<file path="src/rtl/fetch_queue.sv">
// ---------------------------------------------------------------------------
// fetch_queue
//
// Purpose:
//   Consumer side of the program-counter interface in the RV32I 5-stage
//   pipeline. Each cycle the PC presented by the program counter is issued
//   as an instruction-memory request. In-order responses are paired with
//   the PC they were fetched from and buffered in a DEPTH-entry FIFO that
//   feeds the IF/ID stage. RetainPC asks the counter to hold when the
//   request cannot be accepted; Flush discards every queued or in-flight
//   fetch older than the redirect.
//
// Parameters:
//   WORD_LENGTH - width of PC, memory address and instruction word.
//   DEPTH       - FIFO entries and the bound on outstanding-plus-queued
//                 fetches (power of 2, at least 2).
//
// Ports:
//   CLK, Reset          - clock; asynchronous active-high reset.
//   PC, PCValid         - fetch address from the program counter.
//   Flush               - redirect; kill all older fetches.
//   RetainPC            - program counter must hold PC this cycle.
//   imem_req_*          - valid/ready request channel, addr = PC.
//   imem_rsp_*          - in-order response channel (latency >= 1).
//   IF_ID_Valid/Ready   - head-entry handshake with decode.
//   IF_ID_PC/Instr      - PC/instruction pair at the FIFO head.
//
// Build option:
//   FETCH_QUEUE_BYPASS_EN - when defined, a response that arrives while the
//   FIFO is empty and nothing is being dropped is presented on IF_ID_*
//   combinationally in the same cycle, and is never written if decode takes
//   it. When undefined, every response is registered into the FIFO first.
// ---------------------------------------------------------------------------
module fetch_queue #(
    parameter int WORD_LENGTH = 32,
    parameter int DEPTH       = 4
) (
    input  logic                   CLK,
    input  logic                   Reset,
    input  logic [WORD_LENGTH-1:0] PC,
    input  logic                   PCValid,
    input  logic                   Flush,
    output logic                   RetainPC,
    output logic                   imem_req_valid,
    input  logic                   imem_req_ready,
    output logic [WORD_LENGTH-1:0] imem_req_addr,
    input  logic                   imem_rsp_valid,
    input  logic [WORD_LENGTH-1:0] imem_rsp_data,
    output logic                   IF_ID_Valid,
    input  logic                   IF_ID_Ready,
    output logic [WORD_LENGTH-1:0] IF_ID_PC,
    output logic [WORD_LENGTH-1:0] IF_ID_Instr
);

    localparam int PW = (DEPTH > 1) ? $clog2(DEPTH) : 1;
    localparam int CW = $clog2(DEPTH + 1);

    localparam logic [PW-1:0] ONE_P   = PW'(1);
    localparam logic [CW-1:0] ONE_C   = CW'(1);
    localparam logic [CW-1:0] FULL_C  = CW'(DEPTH);
    localparam logic [CW:0]   DEPTH_C = (CW + 1)'(DEPTH);

    // Instruction FIFO storage and pointers.
    logic [WORD_LENGTH-1:0] r_pcMem    [DEPTH];
    logic [WORD_LENGTH-1:0] r_instrMem [DEPTH];
    logic [PW-1:0]          r_head;
    logic [PW-1:0]          r_tail;
    logic [CW-1:0]          r_count;

    // Address tags of accepted requests, oldest first.
    logic [WORD_LENGTH-1:0] r_tagMem [DEPTH];
    logic [PW-1:0]          r_tagHead;
    logic [PW-1:0]          r_tagTail;

    // Requests accepted but not yet answered, and how many of those
    // answers belong to fetches killed by a redirect.
    logic [CW-1:0]          r_outstanding;
    logic [CW-1:0]          r_dropCnt;

    logic                   w_credit;
    logic                   w_accept;
    logic                   w_fifoEmpty;
    logic                   w_dropping;
    logic                   w_rspKeep;
    logic                   w_bypass;
    logic                   w_fifoPush;
    logic                   w_fifoPop;
    logic [WORD_LENGTH-1:0] w_rspTag;
    logic [CW:0]            w_occupancy;

    // Request side: a fetch may be issued only while every slot it could
    // eventually occupy is guaranteed free, which keeps the FIFO from ever
    // overflowing no matter how the responses are timed.
    always_comb begin
        w_occupancy    = {1'b0, r_count} + {1'b0, r_outstanding};
        w_credit       = (w_occupancy < DEPTH_C);
        imem_req_valid = !Reset && PCValid && w_credit && !Flush;
        imem_req_addr  = PC;
        w_accept       = imem_req_valid && imem_req_ready;
        // On Flush the counter loads the redirect target, so it is never held.
        RetainPC       = !Reset && PCValid && !w_accept && !Flush;
    end

    // Response side: a response that lands in a redirect cycle belongs to
    // the killed path, so it is dropped just like those counted in DropCnt.
    always_comb begin
        w_fifoEmpty = (r_count == '0);
        w_dropping  = (r_dropCnt != '0);
        w_rspKeep   = imem_rsp_valid && !w_dropping && !Flush;
        w_rspTag    = r_tagMem[r_tagHead];
`ifdef FETCH_QUEUE_BYPASS_EN
        w_bypass    = !Reset && w_fifoEmpty && w_rspKeep;
`else
        w_bypass    = 1'b0;
`endif
        w_fifoPop   = !w_fifoEmpty && IF_ID_Ready;
        w_fifoPush  = w_rspKeep && !(w_bypass && IF_ID_Ready);
    end

    // Decode-facing outputs; the fields read as zero while nothing is valid.
    always_comb begin
        IF_ID_Valid = !w_fifoEmpty || w_bypass;
        IF_ID_PC    = '0;
        IF_ID_Instr = '0;
        if (!w_fifoEmpty) begin
            IF_ID_PC    = r_pcMem[r_head];
            IF_ID_Instr = r_instrMem[r_head];
        end else if (w_bypass) begin
            IF_ID_PC    = w_rspTag;
            IF_ID_Instr = imem_rsp_data;
        end
    end

    // FIFO occupancy and pointers. A redirect empties the FIFO outright.
    always_ff @(posedge CLK or posedge Reset) begin
        if (Reset) begin
            r_head  <= '0;
            r_tail  <= '0;
            r_count <= '0;
        end else if (Flush) begin
            r_head  <= '0;
            r_tail  <= '0;
            r_count <= '0;
        end else begin
            if (w_fifoPush) begin
                r_tail <= r_tail + ONE_P;
            end
            if (w_fifoPop) begin
                r_head <= r_head + ONE_P;
            end
            if (w_fifoPush && !w_fifoPop) begin
                r_count <= r_count + ONE_C;
            end else if (!w_fifoPush && w_fifoPop) begin
                r_count <= r_count - ONE_C;
            end
        end
    end

    // FIFO payload. A push into a full FIFO only happens together with a
    // pop, and the slot being overwritten is the one leaving this cycle.
    always_ff @(posedge CLK) begin
        if (w_fifoPush && !Flush) begin
            r_pcMem[r_tail]    <= w_rspTag;
            r_instrMem[r_tail] <= imem_rsp_data;
        end
    end

    // Tag FIFO pointers. Every response consumes a tag, kept or dropped,
    // so the tags stay aligned with the memory across redirects.
    always_ff @(posedge CLK or posedge Reset) begin
        if (Reset) begin
            r_tagHead <= '0;
            r_tagTail <= '0;
        end else begin
            if (w_accept) begin
                r_tagTail <= r_tagTail + ONE_P;
            end
            if (imem_rsp_valid) begin
                r_tagHead <= r_tagHead + ONE_P;
            end
        end
    end

    always_ff @(posedge CLK) begin
        if (w_accept) begin
            r_tagMem[r_tagTail] <= PC;
        end
    end

    // Outstanding and drop accounting. On a redirect every outstanding
    // fetch is stale; a response arriving in that same cycle is already
    // dropped, so it is left out of the new DropCnt. Recomputing rather
    // than adding avoids double-counting on back-to-back redirects.
    always_ff @(posedge CLK or posedge Reset) begin
        if (Reset) begin
            r_outstanding <= '0;
            r_dropCnt     <= '0;
        end else begin
            if (w_accept && !imem_rsp_valid) begin
                r_outstanding <= r_outstanding + ONE_C;
            end else if (!w_accept && imem_rsp_valid) begin
                r_outstanding <= r_outstanding - ONE_C;
            end

            if (Flush) begin
                r_dropCnt <= imem_rsp_valid ? (r_outstanding - ONE_C) : r_outstanding;
            end else if (imem_rsp_valid && w_dropping) begin
                r_dropCnt <= r_dropCnt - ONE_C;
            end
        end
    end

`ifndef SYNTHESIS
    // Protocol checks on the memory side: a response needs a matching
    // request and must never find the FIFO already full.
    always_ff @(posedge CLK) begin
        if (!Reset && imem_rsp_valid) begin
            assert (r_count != FULL_C);
            assert (r_outstanding != '0);
        end
    end
`endif

endmodule

</file>
<file path="config.mk">
export PLATFORM = sky130hd
export DESIGN_NAME = fetch_queue
export DESIGN_NICKNAME = d
export VERILOG_FILES = /design/src/rtl/fetch_queue.sv
export SDC_FILE = /design/constraint.sdc
export NUM_CORES = 1
export LEC_CHECK = 0
export BUFFER_PORTS_ARGS = -buffer_cell sky130_fd_sc_hd__clkbuf_2
export CORE_MARGIN = 8
export CORE_UTILIZATION = 28
export CTS_CLUSTER_SIZE = 12
export DETAILED_ROUTE_END_ITERATION = 8
export PLACE_DENSITY = 0.49
export SYNTH_ARGS = -nofsm -noshare
export SYNTH_HDL_FRONTEND = slang
export SYNTH_SLANG_ARGS = --single-unit
</file>
<file path="constraint.sdc">
create_clock -name CLK -period 2.73 [get_ports CLK]
set_clock_uncertainty 0.05 [all_clocks]
set_input_delay 0.546 -clock CLK [delete_from_list [all_inputs] [get_ports CLK]]
set_output_delay 0.546 -clock CLK [all_outputs]
set_load 0.02 [all_outputs]
</file>
==> results_dict.tcl <==
set metrics [dict create \
    antenna_found_initial 1 \
    detail_route.vias_per_cell 4.423 \
    synth_compound_gate_area_share 0.006488 \
    synth.cells.most_frequent "edfxtp_1 (384), mux4_2 (96), and2_1 (72)" \
    grt_util_met1 0.1475 \
    p_total_mw 18.79 \
    wl_um 36270 \
    finalMaxSlewViolations 0 \
    share_of_synthesized_cell_area_in_and_or_nand_and_nor_gates 0.04029 \
    synth_fa_ha_area_frac 0.01330 \
    max_slew.worst_pin.slew_ps 703.5 \
    max_clock_freq_mhz 352.4 \
    dr_vias 7483 \
    timing.final.hold_violations 0 \
    ctsLongestPathBuffers 3 \
    cts-htree-levels 2 \
    drv.max_cap_violation_count 0 \
    worstPathRequired_ps 2130 \
    grt_max_degree 35 \
    share_of_post_route_cells_with_drive_strength_above_1 0.4566 \
    final.min_clock_period_ps 2838 \
    dr.first_iter.drc_count 531 \
    syn_to_final_growth_pct 25.46 \
    syn-cell-area_um2 15620 \
    antenna_left 0 \
    maxSlewHeadroom 0.5305 \
    p_switching_mw 5.295 \
    fp.dieH_um 252.2 \
    grt_first_pass_wirelength_um 53480 \
    power.ir.vdd_worst_uv 467.6 \
    synth_top_area_frac 0.7382 \
    lkg_pwr_nw 6.621 \
    place.gp.congestion 0.6822 \
    clock_power_share 0.297 \
    outcome "complete, but fails checks" \
    clockRootBuffer "clkbuf_16" \
    grt_setup_unrepaired "yes" \
    global_route.peak_usage_layer "met2" \
    ys_warn_count 0 \
    dp_hpwl_um 21290 \
    syn-num-nets 812 \
    grt_use_total 0.1123 \
    worst-path-max-fanout 7 \
    numPortBuffers 169 \
    setup.reg_to_reg.worst_slack_ps 290 \
    first_global_vias 8220 \
    cts-hold-fix-buffers 0 \
    synth-edff-count 384 \
    tritoncts "done" \
    power_density_nw_per_um2 958.7 \
    die-area_um2 63600 \
    violated_checks "setup timing" \
    seq_power_share 0.401 \
    stdcell_count 1692 \
    n_antenna_cell 0 \
    clock-sinks 401 \
    yosysMostFrequentCell "edfxtp_1" \
    finalWorstSetupSlack_ps -107.7 \
    dpl.cell_count 1605 \
    post-route-drc-count 0 \
    critical_path.endpoint_type "primary output" \
    comb_power_share 0.302 \
    insertion_delay_of_the_later_clocked_pin_in_the_worst_skew_pair_ps 550 \
    most_area_hungry_cell_type_in_the_yosys_netlist "edfxtp_1" \
    synth_top_flop_cell "edfxtp_1" \
    effective_utilization_at_floorplan 0.2835 \
    core_um2 55090 \
    sw_frac_of_total 0.2818 \
    final_count_of_negative_setup_slack_endpoints 53 \
    post-route-cell-area_um2 19600 \
    synth-seq-cells 401 \
    firstDrtPassIters 4 \
    grt_remaining_overflow 0 \
    asyncSetResetFlopFracSynth 0.04239 \
    hold_path.class "in -> async" \
    nets 1007 \
    synth-xor-area-share 0.006168 \
    netlist_top_cells_area "edfxtp_1 (74%), mux4_2 (14%), and2_1 (2.9%)" \
    synth_seq_area_share 0.7655 \
    use_met3 0.02262 \
    synthCells 725 \
    n_fill_cell 5173 \
    worstSetupStartpointType "flip-flop" \
    clk_pin_slew_worst_paths_ps 60 \
    synth.distinct_cells 35 \
    average_detailed_routed_wire_length_per_instance_um 21.43 \
    chipWidth_um 252.2 \
    grt_use_met2 0.1838 \
    cp.arrival_ps 2240 \
    placementRows 86 \
    placed_area_um2 17500 \
    num_io_pins 170 \
    cellInternalPower_mw 13.49 \
    number_of_clock_buffers_inserted_by_tritoncts 45 \
    share_of_the_cycle_needed_by_the_critical_path_after_routing 1.039 \
    synth.avg_cell_area_um2 21.54 \
    post_synth_mux_area_share 0.1404 \
    critPathKind "reg -> out" \
    synth_top_family_by_area "multiplexers" \
]
-- per-layer routing --
metal  wire length, um  vias to the layer above
li1                  -                     3271
met1             15750                     3954
met2             17690                      208
met3              1963                       50
met4               870                        0
met5                 0                        -
-- final cells by class --
cell class	count	area [um^2]	area share
Timing Repair Buffer	212	1939	0.09896
Clock buffer	52	1195	0.06097
Clock inverter	19	146.4	0.007470
Tap cell	748	935.9	0.04776
Sequential cell	401	11970	0.6107
Multi-Input combinational cell	248	3368	0.1719
Inverter	12	45.04	0.002298
-- cells by family after synthesis --
family                     after synthesis
DFF                                    401
buffers and inverters                   76
muxes                                   99
AOI/OAI and AO/OA                       13
xor gates and xnor gates                11
and+or+nand+nor                        109
adders and majority gates               16
-- stage by stage --
step / setup TNS [ps] / hold WS (ps) / setup slack, ps / utilization
after floorplan: 0 / 422.1 / 127.3 / -
after global placement: 0 / 464.4 / 351.6 / 0.3177
after detailed placement: 0 / 477.3 / 310.8 / 0.3177
after CTS: -8246 / 21.62 / -191.8 / 0.3479
after global routing: -8449 / 80.68 / -186.6 / 0.3557
final: -3068 / 41.04 / -107.7 / 0.3557
-- state kept, by name, indices dropped and copies added, names as in the netlist --
register,cells
r_instrMem,128
r_pcMem,128
r_tagMem,128
r_count,3
r_dropCnt,3
r_outstanding,3
r_head,2
r_tagHead,2
r_tagTail,2
r_tail,2
-- power by group through the flow --
stage / clock, mW / combinational, mW / sequential, mW
2_1_floorplan: 0 / 3.07 / 7.47
3_3_place_gp: 0 / 4.44 / 7.67
3_5_place_dp: 0 / 4.47 / 7.68
4_1_cts: 5.80 / 5.08 / 7.56
5_1_grt: 6.01 / 6.11 / 7.57
6_report: 5.58 / 5.67 / 7.54
-- worst paths after layout --
check,endpoint,cells past startpoint,from
setup / recovery,IF_ID_PC[30],6,r_head[0]
hold / removal,r_outstanding[1],2,Reset
setup reg to reg,r_count[2],9,r_dropCnt[0]
hold reg to reg,r_outstanding[2],1,r_outstanding[2]
max in group asynchronous,r_head[1],2,Reset
min in group CLK,r_instrMem[0][25],1,imem_rsp_data[25]
-- worst max-delay path, cell delays in order, from the launching register on --
cell and delay, ps:
dfrtp_4 520, buf_12 150, buf_12 130, buf_16 150, mux4_2 430, and2_4 170
buf_6 120
-- cell usage in the layout (no fill, tap or decap), types with 6 or more instances in the layout --
| cell type | instances |
|---|---|
| buf_16 | 7 |
| and2_4 | 50 |
| nand2_1 | 11 |
| xor2_1 | 7 |
| inv_1 | 12 |
| mux4_2 | 96 |
| dfrtp_1 | 12 |
| ha_1 | 15 |
| buf_8 | 9 |
| buf_12 | 23 |
| clkbuf_16 | 50 |
| buf_4 | 24 |
| clkinv_1 | 8 |
| and2_1 | 18 |
| edfxtp_1 | 384 |
| nor2_1 | 10 |
| buf_6 | 25 |
| and2_2 | 6 |
| clkbuf_2 | 117 |
-- repair_timing --
action,4_1_cts,5_1_grt
pin swaps,0,2
gates resized for setup,40,154
gates cloned,5,3
setup buffers,3,5
setup endpoints to repair,64,65
No activity file was read; power rests on OpenSTA's default activity.
